`config.mk`:
```
export PLATFORM = sky130hd
export DESIGN_NAME = button_press_classifier_flat
export DESIGN_NICKNAME = d
export VERILOG_FILES = /design/src/rtl/button_press_classifier_if.sv /design/src/rtl/button_press_classifier.sv /design/src/flat_wrapper.sv
export SDC_FILE = /design/constraint.sdc
export NUM_CORES = 1
export LEC_CHECK = 0
export CAP_MARGIN = 5
export CORE_UTILIZATION = 54
export CTS_CLUSTER_DIAMETER = 120
export DETAILED_ROUTE_END_ITERATION = 8
export HOLD_SLACK_MARGIN = 0.12
export PLACE_DENSITY = 0.79
export SLEW_MARGIN = 20
export SYNTH_ARGS = -nofsm -noshare
export SYNTH_HDL_FRONTEND = slang
export SYNTH_SLANG_ARGS = --single-unit
```
`constraint.sdc`:
```
create_clock -name clk -period 2.89 [get_ports clk]
set_input_delay 0.578 -clock clk [delete_from_list [all_inputs] [get_ports clk]]
set_output_delay 0.578 -clock clk [all_outputs]
set_load 0.005 [all_outputs]
```
`src/rtl/button_press_classifier_if.sv`:
```
// Signal bundle between the button debouncer/consumer side and the press classifier.
// The classifier takes the slave view; whoever drives the button level takes master.
interface button_press_classifier_if;
   logic       btn_in;
   logic       short_press;
   logic       long_press;
   logic       double_press;
   logic       long_held;
   logic [7:0] event_count;

   modport master (
      output btn_in,
      input  short_press,
      input  long_press,
      input  double_press,
      input  long_held,
      input  event_count
   );

   modport slave (
      input  btn_in,
      output short_press,
      output long_press,
      output double_press,
      output long_held,
      output event_count
   );
endinterface

```
`src/rtl/button_press_classifier.sv`:
```
// Classifies a debounced button level into short, long and double presses,
// emitting one registered pulse per gesture plus a held-long level and event count.
module button_press_classifier #(
   parameter int                CNT_W      = 24,
   parameter logic [CNT_W-1:0]  LONG_TICKS = 24'd5_000_000,
   parameter logic [CNT_W-1:0]  GAP_TICKS  = 24'd2_500_000
) (
   input  logic                  clk,
   input  logic                  rst,
   button_press_classifier_if.slave bus
);

   localparam logic [2:0] IDLE      = 3'd0;
   localparam logic [2:0] PRESS1    = 3'd1;
   localparam logic [2:0] LONG_HELD = 3'd2;
   localparam logic [2:0] WAIT_GAP  = 3'd3;
   localparam logic [2:0] PRESS2    = 3'd4;

   localparam logic [CNT_W-1:0] ONE       = CNT_W'(1);
   localparam logic [CNT_W-1:0] LONG_LAST = LONG_TICKS - ONE;
   localparam logic [CNT_W-1:0] GAP_LAST  = GAP_TICKS - ONE;

   logic [2:0]       state_reg, state_next;
   logic [CNT_W-1:0] cnt_reg, cnt_next;
   logic             btn_q_reg;
   logic             short_reg, short_next;
   logic             long_reg, long_next;
   logic             double_reg, double_next;
   logic             held_reg, held_next;
   logic [7:0]       count_reg, count_next;

   logic rise;
   logic fall;

   assign rise = bus.btn_in & ~btn_q_reg;
   assign fall = ~bus.btn_in & btn_q_reg;

   always_comb begin
      state_next  = state_reg;
      cnt_next    = cnt_reg;
      short_next  = 1'b0;
      long_next   = 1'b0;
      double_next = 1'b0;
      held_next   = held_reg;

      case (state_reg)
         IDLE: begin
            held_next = 1'b0;
            if (rise) begin
               state_next = PRESS1;
               cnt_next   = '0;
            end
         end
         PRESS1: begin
            // A release on the qualifying edge wins: the gesture stays short.
            if (fall) begin
               state_next = WAIT_GAP;
               cnt_next   = '0;
            end else if (cnt_reg == LONG_LAST) begin
               long_next  = 1'b1;
               held_next  = 1'b1;
               state_next = LONG_HELD;
               cnt_next   = '0;
            end else begin
               cnt_next = cnt_reg + ONE;
            end
         end
         LONG_HELD: begin
            held_next = 1'b1;
            if (fall) begin
               held_next  = 1'b0;
               state_next = IDLE;
               cnt_next   = '0;
            end
         end
         WAIT_GAP: begin
            // A second press on the expiry edge still makes a double.
            if (rise) begin
               state_next = PRESS2;
               cnt_next   = '0;
            end else if (cnt_reg == GAP_LAST) begin
               short_next = 1'b1;
               state_next = IDLE;
               cnt_next   = '0;
            end else begin
               cnt_next = cnt_reg + ONE;
            end
         end
         PRESS2: begin
            if (fall) begin
               double_next = 1'b1;
               state_next  = IDLE;
               cnt_next    = '0;
            end
         end
         default: begin
            state_next = IDLE;
            cnt_next   = '0;
            held_next  = 1'b0;
         end
      endcase

      count_next = count_reg;
      if (short_next | long_next | double_next) begin
         count_next = count_reg + 8'd1;
      end
   end

   always_ff @(posedge clk or negedge rst) begin
      if (!rst) begin
         state_reg  <= IDLE;
         cnt_reg    <= '0;
         btn_q_reg  <= 1'b0;
         short_reg  <= 1'b0;
         long_reg   <= 1'b0;
         double_reg <= 1'b0;
         held_reg   <= 1'b0;
         count_reg  <= 8'd0;
      end else begin
         state_reg  <= state_next;
         cnt_reg    <= cnt_next;
         btn_q_reg  <= bus.btn_in;
         short_reg  <= short_next;
         long_reg   <= long_next;
         double_reg <= double_next;
         held_reg   <= held_next;
         count_reg  <= count_next;
      end
   end

   assign bus.short_press  = short_reg;
   assign bus.long_press   = long_reg;
   assign bus.double_press = double_reg;
   assign bus.long_held    = held_reg;
   assign bus.event_count  = count_reg;

endmodule
```
`src/flat_wrapper.sv`:
```
// flat-port wrapper written by rule: the top's interface ports become plain ports
module button_press_classifier_flat 
#(
   parameter int                CNT_W      = 24,
   parameter logic [CNT_W-1:0]  LONG_TICKS = 24'd5_000_000,
   parameter logic [CNT_W-1:0]  GAP_TICKS  = 24'd2_500_000
)
  (clk, rst, bus_btn_in, bus_short_press, bus_long_press, bus_double_press, bus_long_held, bus_event_count);
  button_press_classifier_if bus_i ();
  input  logic clk;
  input  logic rst;
  input wire logic [$bits(bus_i.btn_in)-1:0] bus_btn_in;
  output wire logic [$bits(bus_i.short_press)-1:0] bus_short_press;
  output wire logic [$bits(bus_i.long_press)-1:0] bus_long_press;
  output wire logic [$bits(bus_i.double_press)-1:0] bus_double_press;
  output wire logic [$bits(bus_i.long_held)-1:0] bus_long_held;
  output wire logic [$bits(bus_i.event_count)-1:0] bus_event_count;
  assign bus_i.btn_in = bus_btn_in;
  assign bus_short_press = bus_i.short_press;
  assign bus_long_press = bus_i.long_press;
  assign bus_double_press = bus_i.double_press;
  assign bus_long_held = bus_i.long_held;
  assign bus_event_count = bus_i.event_count;
  button_press_classifier #(.CNT_W(CNT_W), .LONG_TICKS(LONG_TICKS), .GAP_TICKS(GAP_TICKS)) u_core (.clk(clk), .rst(rst), .bus(bus_i));
endmodule
```
==> out/metrics.cfg, run 1 <==
[yosys]
synthesis.nets = 221
synth-seq-area-share_pct = 47.9
ys_ff_latch = 40
ys_types = 41
syn_inst = 216
synth_warnings = 0
syn_area_mm2 = 0.00209
async_flop_share_pct = 100
avgSynthCellArea_um2 = 9.68
synth-edff-count = 0
synthFlopType = dfrtp_1

[floorplanning]
core_mm2 = 0.00369
fp.dieArea_mm2 = 0.00412
num_rows = 22
die_w_um = 64.2
start_util_pct = 56.7
ios = 15
die_y_um = 64.2

[timing]
tightest_slew_ps = 854
fmax_mhz = 400
finalClockSkew_ps = 8.07
fin_crit_ps = 2500
finalCritPeriodShare_pct = 86.6
slew_viol_final = 0
hold_viol = 0
rsz0062_at_grt = no
hold-worst-slack_ps = 386
slew_headroom_pct = 43.1
fin_setup_tns_ps = 0
setup_viol = 0

[critical_path]
crit_type = input pin to flop
critPathBufInv = 1
crit_chain = clkdlybuf4s50_1 > or4b_4 > o211a_4 > or4b_4 > nor3_2 > xnor2_1 > nor2_2
worst-path-stages = 7
slowest_stage = or4b_4
required_ps = 3070
crit_path_start_kind = input pin
slowest_delay_ps = 580
crit_fanout = 5
crit_family = simple AND/OR/NAND/NOR gates
arrival_ps = 2680
reg2reg_depth = 7
crit_path_end_kind = flop
cp_common_cell = or4b_4

[power]
switching_share_pct = 32.6
internal_power_mw = 1.05
p_clk_share_pct = 28.7
powerDensity_mw_per_mm2 = 645
leakagePower_nw = 1.03
seq_power_share_pct = 43.2
comb_power_share_pct = 28.2
switchingPower_mw = 0.509
ir_worst_vdd_mv = 0.400

[placed_design]
dp.final_hpwl_um = 2930
portBuffers = 14
place_inst = 280
place_area_mm2 = 0.00231
gp_congestion = 0.918

[final_layout]
layout.cells.non_filler = 288
fillers = 304
postLayoutCellArea_mm2 = 0.00242
largest_reg_flops = 24
seq_area_mm2 = 0.00100
n_antenna_cell = 0
final_util_pct = 65.6
drive_gt1_share_pct = 11.7
area_growth_pct = 15.7
multiInputGateArea_mm2 = 0.00104
nets = 244

[clock_network]
numCtsBuffers = 5
cts-root-buf = clkbuf_8
cts_setup_buffers = 0
cts_resized = 0
clk_pin_slew_ps = 80
cts.sink_count = 40
clockBufferDepth = 2
insertion_delay_ps = 290
holdBufCountCts = 0
htreeDepth = 2
tritoncts = yes

[drt]
drt_iter0_markers = 124
drcViolationCount = 0
wirelength_um = 4160
viasPerCell = 5.80
ant_nets = 0
drtPass1Iterations = 4
wl_per_cell_um = 14.4
vias = 1669

[global_routing]
grt_pass1_wl_um = 7230
overflow = 0
antenna_found_initial = 0
grt_pass1_vias = 1658
grt.total_usage_pct = 22.9
grt_max_degree = 41

[run_status]
outcome = finished clean

[hold_path]
hp-class = input pin to async pin

[run]
maxCapViolations = 0

-- logic make-up after synthesis --
| kind of cell | synth area share (%) |
|---|---|
| fa+ha+maj | 1.20 |
| flops | 47.9 |
| compound gates | 10.3 |
| xor+xnor | 9.22 |
| buf+inv | 2.39 |
| mux | 0.539 |
| simple gates | 28.5 |
-- layout by cell type, fill, tap and decap left out, types with 2 or more instances in the layout --
cell type         n
nor2_2            2
o21ai_0           9
and3_1            3
and2_1            5
nor2b_1           3
nand3_1           9
nor2_1           27
nand2b_1          3
or2_2             2
clkbuf_8          5
dfrtp_1          40
nor3b_1           3
a21o_1            4
clkdlybuf4s50_1  13
inv_1             6
nand2_1          17
xnor2_1          10
xor2_1           12
and4b_1           2
or4b_4            2
nor3_1            7
and4_1            3
a31oi_1           4
o211ai_1          2
nand4_1          11
nor3_2            3
a21oi_1           8
buf_4             7
ha_1              2
-- metrics by stage --
stage	setup WS [ps]	total power, mW
final	388	1.56
after global routing	276	1.65
after CTS	389	1.56
after detailed placement	98.0	1.12
after global placement	114	1.10
after floorplan	611	0.953
-- cells in the mapped netlist (all sizes together) (4+ instances only) --
cell type  count  area, µm²
nor2          29        114
nand2         17       63.8
xor2          12        105
and2           5       31.3
dfrtp         40       1000
nand4         11       68.8
a31oi          4       25.0
a21oi          8       40.0
a21o           4       30.0
o21ai          9       45.0
xnor2         10       87.6
nand3          9       45.0
inv            6       22.5
nor3          10       65.1
-- path summary, 6_finish.rpt --
| kind | from | to | slack (ps) |
|---|---|---|---|
| worst max-delay path | bus_btn_in | u_core.cnt_reg[23] | 390 |
| worst min-delay path | rst | u_core.bus.event_count[2] | 390 |
| worst max register to register | u_core.cnt_reg[16] | u_core.cnt_reg[6] | 520 |
| worst min register to register | u_core.bus.event_count[7] | u_core.bus.event_count[7] | 470 |
| max in group asynchronous | rst | u_core.cnt_reg[3] | 1960 |
| min in group clk | u_core.bus.event_count[7] | u_core.bus.event_count[7] | 470 |
-- area by class of cell --
type                       instances  area share (%)
clock buffer                       6            3.00
clock inverter                     2            1.45
tap                               48            2.48
sequential                        40            41.4
timing repair buffer              21            7.76
inverter                           6           0.931
multi-input combinational        165            43.0
-- power by group through the flow --
stage | registers [mW] | clock network [mW] | logic, mW
detailed placement | 0.683 | 0 | 0.433
CTS | 0.672 | 0.452 | 0.439
finish | 0.674 | 0.448 | 0.440
floorplan | 0.664 | 0 | 0.288
global placement | 0.677 | 0 | 0.420
global route | 0.682 | 0.475 | 0.488
-- per-layer routing --
| metal | global-route usage (%) | vias to the layer above | share of wire [%] |
|---|---|---|---|
| met1 | 29.1 | 812 | 46 |
| met5 | 0 | - | 0 |
| met4 | 8.89 | 0 | 1.9 |
| met2 | 36.8 | 40 | 48 |
| li1 | - | 807 | - |
| met3 | 6.61 | 10 | 4.3 |
-- worst register-to-register path, delay by kind of cell (launching register included) --
family | cells | cell delay [ps]
compound gates | 3 | 480
buf+inv | 1 | 230
simple gates | 3 | 1120
flops | 1 | 430
Power figures use the tool's default switching activity.
==> run 2, diff against run 1 <==
--- a/config.mk
+++ b/config.mk
@@ -7,6 +7,7 @@
 export LEC_CHECK = 0
 export CAP_MARGIN = 5
 export CORE_UTILIZATION = 54
+export CTS_BUF_LIST = sky130_fd_sc_hd__clkbuf_16
 export CTS_CLUSTER_DIAMETER = 120
 export DETAILED_ROUTE_END_ITERATION = 8
 export HOLD_SLACK_MARGIN = 0.12
==> out/metrics.cfg, run 2 (synthesis gave the netlist of run 1 again) <==
[clock_network]
holdBufCountCts = 0  ; unchanged
cts.sink_count = 40  ; unchanged
clockBufferDepth = 2  ; unchanged
cts-root-buf = clkbuf_16  ; was clkbuf_8
cts_setup_buffers = 0  ; unchanged
clk_pin_slew_ps = 60  ; was 80 ps
numCtsBuffers = 5  ; unchanged
insertion_delay_ps = 280  ; was 290 ps
tritoncts = yes  ; unchanged
htreeDepth = 2  ; unchanged
cts_resized = 0  ; unchanged

[placed_design]
place_area_mm2 = 0.00231  ; unchanged
dp.final_hpwl_um = 2930  ; unchanged
gp_congestion = 0.918  ; unchanged
portBuffers = 14  ; unchanged

[drt]
vias = 1711  ; was 1,669
ant_nets = 0  ; unchanged
drcViolationCount = 0  ; unchanged
wirelength_um = 4320  ; was 4160 µm
viasPerCell = 5.94  ; was 5.80
wl_per_cell_um = 15.0  ; was 14.4 µm
drtPass1Iterations = 4  ; unchanged
drt_iter0_markers = 102  ; was 124

[final_layout]
area_growth_pct = 18.4  ; was 15.7%
fillers = 293  ; was 304
drive_gt1_share_pct = 11.7  ; unchanged
largest_reg_flops = 24  ; unchanged
n_antenna_cell = 0  ; unchanged
most-common-layout-cells = dfrtp_1, nor2_1, nand2_1  ; unchanged
seq_area_mm2 = 0.00100  ; unchanged
multiInputGateArea_mm2 = 0.00104  ; unchanged
postLayoutCellArea_mm2 = 0.00247  ; was 0.00242 mm²
nets = 244  ; unchanged
final_util_pct = 67.1  ; was 65.6%
final_common_cell = dfrtp_1  ; unchanged

[critical_path]
arrival_ps = 2680  ; about the same
crit_path_end_kind = flop  ; unchanged
endpoint = u_core.cnt_reg[23]  ; unchanged
crit_fanout = 5  ; unchanged
slowest_delay_ps = 570  ; was 580 ps
crit_start = bus_btn_in  ; unchanged
r2r_end = u_core.cnt_reg[6]  ; unchanged
rrSetupSlack_ps = 490  ; was 520 ps
crit_family = simple AND/OR/NAND/NOR gates  ; unchanged
slowest_stage = or4b_4  ; unchanged
crit_path_start_kind = input pin  ; unchanged
crit_chain = clkdlybuf4s50_1 > or4b_4 > o211a_4 > or4b_4 > nor3_2 > xnor2_1 > nor2_2  ; unchanged
crit_type = input pin to flop  ; unchanged
required_ps = 3060  ; was 3070 ps
critPathBufInv = 1  ; unchanged
worst-path-stages = 7  ; unchanged
reg2reg_depth = 7  ; unchanged
cp_common_cell = or4b_4  ; unchanged
r2r-start = u_core.cnt_reg[16]  ; unchanged

[timing]
fmax_mhz = 398  ; was 400 MHz
slew_headroom_pct = 42.0  ; was 43.1%
rsz0062_at_grt = no  ; unchanged
slew_viol_final = 0  ; unchanged
setup_viol = 0  ; unchanged
hold_viol = 0  ; unchanged
tightest_slew_ps = 870  ; was 854 ps
finalCritPeriodShare_pct = 86.8  ; was 86.6%
fin_setup_tns_ps = 0  ; unchanged
fin_crit_ps = 2510  ; was 2500 ps
finalClockSkew_ps = 5.03  ; was 8.07 ps
hold-worst-slack_ps = 412  ; was 386 ps

[run]
maxCapViolations = 0  ; unchanged

[power]
powerDensity_mw_per_mm2 = 697  ; was 645 mW/mm²
ir_worst_vdd_mv = 0.371  ; was 0.400 mV
leakagePower_nw = 1.06  ; was 1.03 nW
finalPower_mw = 1.72  ; was 1.56 mW

[floorplanning]
core_mm2 = 0.00369  ; unchanged
fp.dieArea_mm2 = 0.00412  ; unchanged
die_w_um = 64.2  ; unchanged
die_y_um = 64.2  ; unchanged
start_util_pct = 56.7  ; unchanged
ios = 15  ; unchanged
num_rows = 22  ; unchanged

[global_routing]
grt_pass1_vias = 1727  ; was 1,658
antenna_found_initial = 0  ; unchanged
grt_max_degree = 41  ; unchanged
grt_pass1_wl_um = 7530  ; was 7230 µm
grt.total_usage_pct = 23.8  ; was 22.9%
overflow = 0  ; unchanged

[hold_path]
hp-class = input pin to async pin  ; unchanged

[run_status]
outcome = finished clean  ; unchanged

## run 2: layout make-up
type,count,area share (%)
Clock inverter,3,1.57
Clock buffer,5,5.06
Inverter,6,0.910
Timing Repair Buffer,21,7.58
Sequential cell,40,40.4
Tap cell,48,2.43
Multi-Input combinational cell,165,42.0
## run 2: worst min-delay path by stage
| stage | end | slack, ps | cells past startpoint | startpoint |
|---|---|---|---|---|
| 2_1_floorplan | u_core.btn_q_reg | 280 | 0 | rst |
| 3_3_place_gp | u_core.bus.event_count[7] | 460 | 1 | u_core.bus.event_count[7] |
| 3_5_place_dp | u_core.bus.event_count[7] | 470 | 1 | u_core.bus.event_count[7] |
| 4_1_cts | u_core.bus.event_count[2] | 450 | 1 | rst |
| 5_1_grt | u_core.bus.event_count[2] | 480 | 1 | rst |
| 6_report | u_core.bus.event_count[2] | 410 | 1 | rst |
## run 2: through the flow
stage / setup WS, ps / std cells
CTS: 384 / 288
finish: 380 / 288
global route: 237 / 288
floorplan: 611 / 216
detailed placement: 98.0 / 280
global placement: 114 / 280
## run 2: layer usage
layer	GRT usage, %	vias to the layer above	share of wire (%)
met5	0	-	0
met4	11.1	0	1.7
met3	6.07	8	4.1
met2	40.4	41	50
met1	28.2	850	44
li1	-	812	-
## run 2: power by group
group          internal, mW  switching (mW)
Clock                 0.402           0.208
Combinational         0.186           0.251
Sequential            0.611          0.0666
## run 2: worst reg2reg max path: stages, from the launching register on
cell,delay [ps]
dfrtp_1,430
nor4_1,460
nand2_1,150
nor4_2,530
o21ai_0,260
buf_4,230
a31oi_1,170
a31oi_1,50
